`src/rtl/jtlabrun_prog_pkg.sv`:
```
// Shared types and constants for the Labyrinth Runner download loader.
package jtlabrun_prog_pkg;

  typedef enum logic [1:0] {
    IDLE = 2'd0,
    REQ  = 2'd1,
    GAP  = 2'd2
  } state_t;

  localparam int unsigned PROM_SIZE = 1024;
  localparam int unsigned ENTRY_W   = 22 + 8 + 2;

  // Active-low lane enables: even byte writes the low lane, odd the high lane
  localparam logic [1:0] MASK_LO = 2'b10;
  localparam logic [1:0] MASK_HI = 2'b01;

  typedef struct packed {
    logic [21:0] addr;
    logic [7:0]  data;
    logic [1:0]  mask;
  } entry_t;

endpackage

```
`src/rtl/jtlabrun_prog_fifo.sv`:
```
// Two-entry FIFO holding pending SDRAM byte writes; push and pop may coincide.
module jtlabrun_prog_fifo
  import jtlabrun_prog_pkg::*;
(
  input  logic               clk,
  input  logic               rst,
  input  logic               i_push,
  input  logic [ENTRY_W-1:0] i_data,
  input  logic               i_pop,
  output logic [ENTRY_W-1:0] o_data,
  output logic               o_full,
  output logic               o_empty
);

  logic [ENTRY_W-1:0] r_mem [2];
  logic               r_wp;
  logic               r_rp;
  logic [1:0]         r_cnt;
  logic               w_do_push;
  logic               w_do_pop;

  assign o_full    = (r_cnt == 2'd2);
  assign o_empty   = (r_cnt == 2'd0);
  assign w_do_pop  = i_pop & ~o_empty;
  assign w_do_push = i_push & (~o_full | w_do_pop);
  assign o_data    = r_mem[r_rp];

  // Storage array, written on an accepted push
  always_ff @(posedge clk) begin
    if (w_do_push) r_mem[r_wp] <= i_data;
  end

  // Pointers and occupancy
  always_ff @(posedge clk or posedge rst) begin
    if (rst) begin
      r_wp  <= 1'b0;
      r_rp  <= 1'b0;
      r_cnt <= '0;
    end else begin
      if (w_do_push) r_wp <= ~r_wp;
      if (w_do_pop)  r_rp <= ~r_rp;
      case ({w_do_push, w_do_pop})
        2'b10:   r_cnt <= r_cnt + 2'd1;
        2'b01:   r_cnt <= r_cnt - 2'd1;
        default: r_cnt <= r_cnt;
      endcase
    end
  end

endmodule

```
`src/rtl/jtlabrun_prog_loader.sv`:
```
// ioctl download stream to SDRAM byte writes and colour PROM writes.
module jtlabrun_prog_loader
  import jtlabrun_prog_pkg::*;
#(
  parameter logic [21:0] PROM_START = 22'h6_0000,
  parameter int unsigned PROM_AW    = $clog2(PROM_SIZE)
) (
  input  logic               clk,
  input  logic               rst,
  input  logic               downloading,
  input  logic [24:0]        ioctl_addr,
  input  logic [7:0]         ioctl_dout,
  input  logic               ioctl_wr,
  output logic [21:0]        prog_addr,
  output logic [7:0]         prog_data,
  output logic [1:0]         prog_mask,
  output logic               prog_we,
  input  logic               sdram_ack,
  output logic               prom_we,
  output logic [PROM_AW-1:0] prom_addr,
  output logic [3:0]         prom_data,
  output logic               dwnld_busy,
  output logic               ovf
);

  logic [24:0]        w_prom_base;
  logic [24:0]        w_prom_end;
  logic               w_accept;
  logic               w_is_sdram;
  logic               w_is_prom;
  logic [PROM_AW-1:0] w_prom_off;
  entry_t             w_push_entry;
  entry_t             w_head;
  logic [ENTRY_W-1:0] w_fifo_dout;
  logic               w_full;
  logic               w_empty;
  logic               w_load;
  logic               w_drop;
  state_t             r_state;
  state_t             w_state_nxt;

  logic [21:0]        r_prog_addr;
  logic [7:0]         r_prog_data;
  logic [1:0]         r_prog_mask;
  logic               r_prog_we;
  logic               r_prom_we;
  logic [PROM_AW-1:0] r_prom_addr;
  logic [3:0]         r_prom_data;
  logic               r_ovf;
  logic               r_dl_d;

  assign w_prom_base = {3'b000, PROM_START};
  assign w_prom_end  = w_prom_base + (25'd1 << PROM_AW);
  assign w_accept    = ioctl_wr & downloading;
  assign w_is_sdram  = w_accept & (ioctl_addr < w_prom_base);
  assign w_is_prom   = w_accept & (ioctl_addr >= w_prom_base) & (ioctl_addr < w_prom_end);
  assign w_prom_off  = ioctl_addr[PROM_AW-1:0] - PROM_START[PROM_AW-1:0];

  assign w_push_entry.addr = ioctl_addr[22:1];
  assign w_push_entry.data = ioctl_dout;
  assign w_push_entry.mask = ioctl_addr[0] ? MASK_HI : MASK_LO;
  assign w_head            = entry_t'(w_fifo_dout);

  // The head is popped as it is copied into the request registers, so the
  // request in flight plus two buffered bytes can be pending at once.
  assign w_drop = w_is_sdram & w_full & ~w_load;

  jtlabrun_prog_fifo u_fifo (
    .clk     (clk),
    .rst     (rst),
    .i_push  (w_is_sdram),
    .i_data  (w_push_entry),
    .i_pop   (w_load),
    .o_data  (w_fifo_dout),
    .o_full  (w_full),
    .o_empty (w_empty)
  );

  // Write FSM state register
  always_ff @(posedge clk or posedge rst) begin
    if (rst) r_state <= IDLE;
    else     r_state <= w_state_nxt;
  end

  // Write FSM next state and load strobe
  always_comb begin
    w_state_nxt = r_state;
    w_load      = 1'b0;
    case (r_state)
      IDLE: begin
        if (!w_empty) begin
          w_load      = 1'b1;
          w_state_nxt = REQ;
        end
      end
      REQ:     if (sdram_ack) w_state_nxt = GAP;
      GAP:     w_state_nxt = IDLE;
      default: w_state_nxt = IDLE;
    endcase
  end

  // SDRAM request registers, held stable until acknowledged
  always_ff @(posedge clk or posedge rst) begin
    if (rst) begin
      r_prog_addr <= '0;
      r_prog_data <= '0;
      r_prog_mask <= '0;
      r_prog_we   <= 1'b0;
    end else if (w_load) begin
      r_prog_addr <= w_head.addr;
      r_prog_data <= w_head.data;
      r_prog_mask <= w_head.mask;
      r_prog_we   <= 1'b1;
    end else if (r_state == REQ && sdram_ack) begin
      r_prog_we   <= 1'b0;
    end
  end

  // PROM write path, one cycle after the byte is accepted
  always_ff @(posedge clk or posedge rst) begin
    if (rst) begin
      r_prom_we   <= 1'b0;
      r_prom_addr <= '0;
      r_prom_data <= '0;
    end else begin
      r_prom_we <= w_is_prom;
      if (w_is_prom) begin
        r_prom_addr <= w_prom_off;
        r_prom_data <= ioctl_dout[3:0];
      end
    end
  end

  // Sticky overflow flag, cleared when a new download window opens
  always_ff @(posedge clk or posedge rst) begin
    if (rst) begin
      r_ovf  <= 1'b0;
      r_dl_d <= 1'b0;
    end else begin
      r_dl_d <= downloading;
      if (w_drop)                      r_ovf <= 1'b1;
      else if (downloading && !r_dl_d) r_ovf <= 1'b0;
    end
  end

  assign prog_addr  = r_prog_addr;
  assign prog_data  = r_prog_data;
  assign prog_mask  = r_prog_mask;
  assign prog_we    = r_prog_we;
  assign prom_we    = r_prom_we;
  assign prom_addr  = r_prom_addr;
  assign prom_data  = r_prom_data;
  assign ovf        = r_ovf;
  assign dwnld_busy = downloading | ~w_empty | (r_state != IDLE);

endmodule

```
`config.mk`:
```
export PLATFORM = sky130hd
export DESIGN_NAME = jtlabrun_prog_loader
export DESIGN_NICKNAME = d
export VERILOG_FILES = /design/src/rtl/jtlabrun_prog_pkg.sv /design/src/rtl/jtlabrun_prog_fifo.sv /design/src/rtl/jtlabrun_prog_loader.sv
export SDC_FILE = /design/constraint.sdc
export NUM_CORES = 1
export LEC_CHECK = 0
export ABC_AREA = 1
export CORE_MARGIN = 5
export CORE_UTILIZATION = 53
export CTS_BUF_LIST = sky130_fd_sc_hd__clkbuf_8
export DETAILED_ROUTE_END_ITERATION = 8
export GPL_ROUTABILITY_DRIVEN = 0
export GPL_TIMING_DRIVEN = 0
export PLACE_DENSITY_LB_ADDON = 0.3
export SLEW_MARGIN = 15
export SYNTH_ARGS = -nofsm -noshare
export SYNTH_HDL_FRONTEND = slang
export SYNTH_SLANG_ARGS = --single-unit
export TNS_END_PERCENT = 100
```
`constraint.sdc`:
```
create_clock -name clk -period 3.4 [get_ports clk]
set_clock_uncertainty 0.15 [all_clocks]
set_input_delay 0.34 -clock clk [delete_from_list [all_inputs] [get_ports clk]]
set_output_delay 0.34 -clock clk [all_outputs]
set_load 0.02 [all_outputs]
```
==> results.toml <==
[run_status]
status = "complete, no violations"

[floorplanning]
start_util_pct = 54.24
dieWidth_um = 101.7
fp.dieArea_mm2 = 0.01034
die_h_um = 101.7
core_mm2 = 0.008217
rows = 33
ios = 88

[timing]
layout_min_cycle_time_ns = 2.235
drv_slew = 0
fmax_mhz = 447.5
rsz0062_at_grt = "false"
tightest_slew_ns = 0.7175
hold_viol_final = 0
fin_tns_setup_ns = 0
setup_viol = 0
fin_crit_sh_pct = 65.72
slew_headroom_pct = 52.16

[power]
p_leak_nw = 2.420
power_frac_seq_pct = 39.6
netSwitchingPower_mw = 1.565
irDropWorstVdd_mv = 0.3843
p_clk_share_pct = 28.5
swShare_pct = 32.76
intPower_mw = 3.212
p_per_area_mw_per_mm2 = 801.4
power_frac_comb_pct = 31.9

[global_route]
grt-ovfl-total = 0
grt_pass1_wl_mm = 15.03
antenna_found_initial = 0
grt_max_degree = 57
grt_usage_pct = 19.41
grt_pass1_vias = 3057

[cts]
clk_pin_slew_ns = 0.07
cts_setup_buffers = 0
cts_max_path_buffers = 2
cts_buffers = 17
clock_sinks = 120
cts_tree = "done"
hold_buffers = 0
cts_resized = 0
clockRootBuffer = "clkbuf_8"
htreeDepth = 4
clk_latency_ns = 0.41

[yosys]
synth_top_area_share_pct = 43.12
synthCells = 369
synth_cell_types = 21
yosys_register_bits = 120
ys_top_cells_by_area = "edfxtp_1, dfrtp_1, nand2_1, a31oi_1, nor2_1"
synth_fp_nets = 407
yosysWarnings = 0
yosysSeqAreaShare_pct = 74.56
syn_avg_cell_area_um2 = 12.08
synth_area_leader_cell = "edfxtp_1"
syn_area_mm2 = 0.004457

[setup_path]
r2r_cells = 6
cp_top_family = "simple AND/OR/NAND/NOR gates"
cp-start-kind = "input port"
crit_slowest_cell = "clkdlybuf4s50_1"
path_max_fanout = 20
endpoint_kind = "flip-flop"
crit_chain = "clkdlybuf4s50_1, nor2_2, nand3_1, nor2_1, nand2_1, nor2_4, buf_16"
worst-path-buf-inv = 2
reg2reg_slack_ns = 1.24
rr_startpoint = "r_state[0]$_DFFE_PP0P_"
critical_path_arrival_ns = 2.20
worstSetupPathType = "input port to flip-flop"
r2r-end = "u_fifo.r_mem[1][2]$_DFFE_PP_"
max_stage_delay_ns = 0.48
required_ns = 3.37

[final_layout]
nNetsFinal = 515
final_layout_size_suffix_gt1_share_pct = 10.41
area.sequential_mm2 = 0.003323
antenna_cells = 0
fill_cells = 552
multi_input_area_mm2 = 0.001002
postLayoutCoreUtil_pct = 72.54
finalNonFillerCells = 595
area_growth_pct = 33.75
final_cell_area_mm2 = 0.005961

[run]
max_cap_viol_count = 0

[min_path]
hp-class = "input port to asynchronous set/reset pin"

[place]
hpwlAfterDp_mm = 6.379
dpl.cell_count = 563
port_buffers = 87
place_area_mm2 = 0.005532

[drt]
dr.pass1.iters = 8
drtAntennaViolNets = 0
route.detailed.drc = 0
drtIter0Drc = 140
wl_per_cell_um = 15.48
wl_mm = 9.213
via_per_inst = 5.111
routed-via-count = 3041
cell families after synthesis:
| family | share of synthesized area, % |
|---|---|
| compound gates | 5.418 |
| flops | 74.56 |
| xor+xnor | 0.1966 |
| simple gates | 16.54 |
| buf+inv | 3.285 |
metrics by stage:
step / worst slack (ns) / hold slack (ns) / power, mW
5_1_grt: 0.9900 / 0.2637 / 5.042
3_3_place_gp: -0.7064 / 0.3095 / 3.394
3_5_place_dp: 0.7559 / 0.3138 / 3.453
2_1_floorplan: 0.6118 / 0.2214 / 2.768
6_report: 1.165 / 0.2388 / 4.777
4_1_cts: 1.176 / 0.2602 / 4.811
cells in the mapped netlist, drive strengths merged:
cell,count
nand2,108
edfxtp,64
dfrtp,56
nor2,47
a31oi,33
inv,15
nand4,15
buf,10
clkbuf,7
nand3,6
o21ai,3
a21oi,1
nor4,1
o21bai,1
o31ai,1
xor2,1
worst max-delay path by stage:
stage | startpoint | endpoint | slack (ns) | cells after the start
finish | ioctl_addr[21] | u_fifo.r_mem[1][2]$_DFFE_PP_ | 1.17 | 7
global route | ioctl_addr[21] | u_fifo.r_mem[1][2]$_DFFE_PP_ | 0.99 | 7
CTS | r_state[0]$_DFFE_PP0P_ | dwnld_busy | 1.18 | 3
detailed placement | ioctl_addr[21] | u_fifo.r_mem[0][9]$_DFFE_PP_ | 0.76 | 7
global placement | ioctl_addr[21] | u_fifo.r_mem[0][6]$_DFFE_PP_ | -0.71 | 6
floorplan | ioctl_addr[20] | u_fifo.r_mem[1][0]$_DFFE_PP_ | 0.61 | 5
sequential cells by signal, indices dropped and copies added (netlist names), 2 cells and up:
name	flops
prog_addr	22
u_fifo.r_mem	64
prog_mask	2
prom_addr	10
u_fifo.r_cnt	2
prog_data	8
prom_data	4
r_state	2
cell type report:
type,count,area share [%]
buffer,17,1.511
clock buffer,18,4.156
clock inverter,14,3.044
inverter,15,0.9866
multi-input combinational,217,16.81
sequential,120,55.75
tap,105,2.204
timing repair buffer,89,15.53
placed cells by master, fill, tap and decap left out:
| cell type | instances |
|---|---|
| buf_16 | 2 |
| clkinvlp_4 | 1 |
| dfrtp_1 | 56 |
| bufinv_16 | 4 |
| nor4_4 | 1 |
| nand2_1 | 108 |
| o31ai_1 | 1 |
| clkbuf_8 | 18 |
| buf_4 | 3 |
| inv_2 | 2 |
| o21bai_1 | 1 |
| nand4_1 | 15 |
| edfxtp_1 | 64 |
| nand3_1 | 5 |
| nor2_1 | 43 |
| inv_1 | 14 |
| a31oi_1 | 33 |
| clkinv_4 | 2 |
| nand3_2 | 1 |
| inv_4 | 1 |
| buf_2 | 6 |
| xor2_1 | 1 |
| buf_6 | 1 |
| a21oi_1 | 1 |
| clkdlybuf4s50_1 | 87 |
| clkinv_2 | 4 |
| nor2_4 | 2 |
| clkbuf_1 | 7 |
| nor2_2 | 2 |
| inv_6 | 1 |
| o21ai_0 | 3 |
power groups by stage:
stage | clock network, mW | logic, mW | registers, mW
global placement | 0 | 1.48 | 1.91
detailed placement | 0 | 1.53 | 1.92
global route | 1.45 | 1.66 | 1.93
floorplan | 0 | 0.621 | 2.15
CTS | 1.38 | 1.54 | 1.90
finish | 1.36 | 1.52 | 1.89
metal layers:
layer / vias to the layer above / global-route usage (%) / wire length (um)
met4: 0 / 7.260 / 145
met1: 1438 / 23.29 / 3608
met3: 10 / 6.198 / 653
met5: - / 0 / 0
li1: 1495 / - / -
met2: 98 / 32.85 / 4806
(Power assumes the default switching activity.)
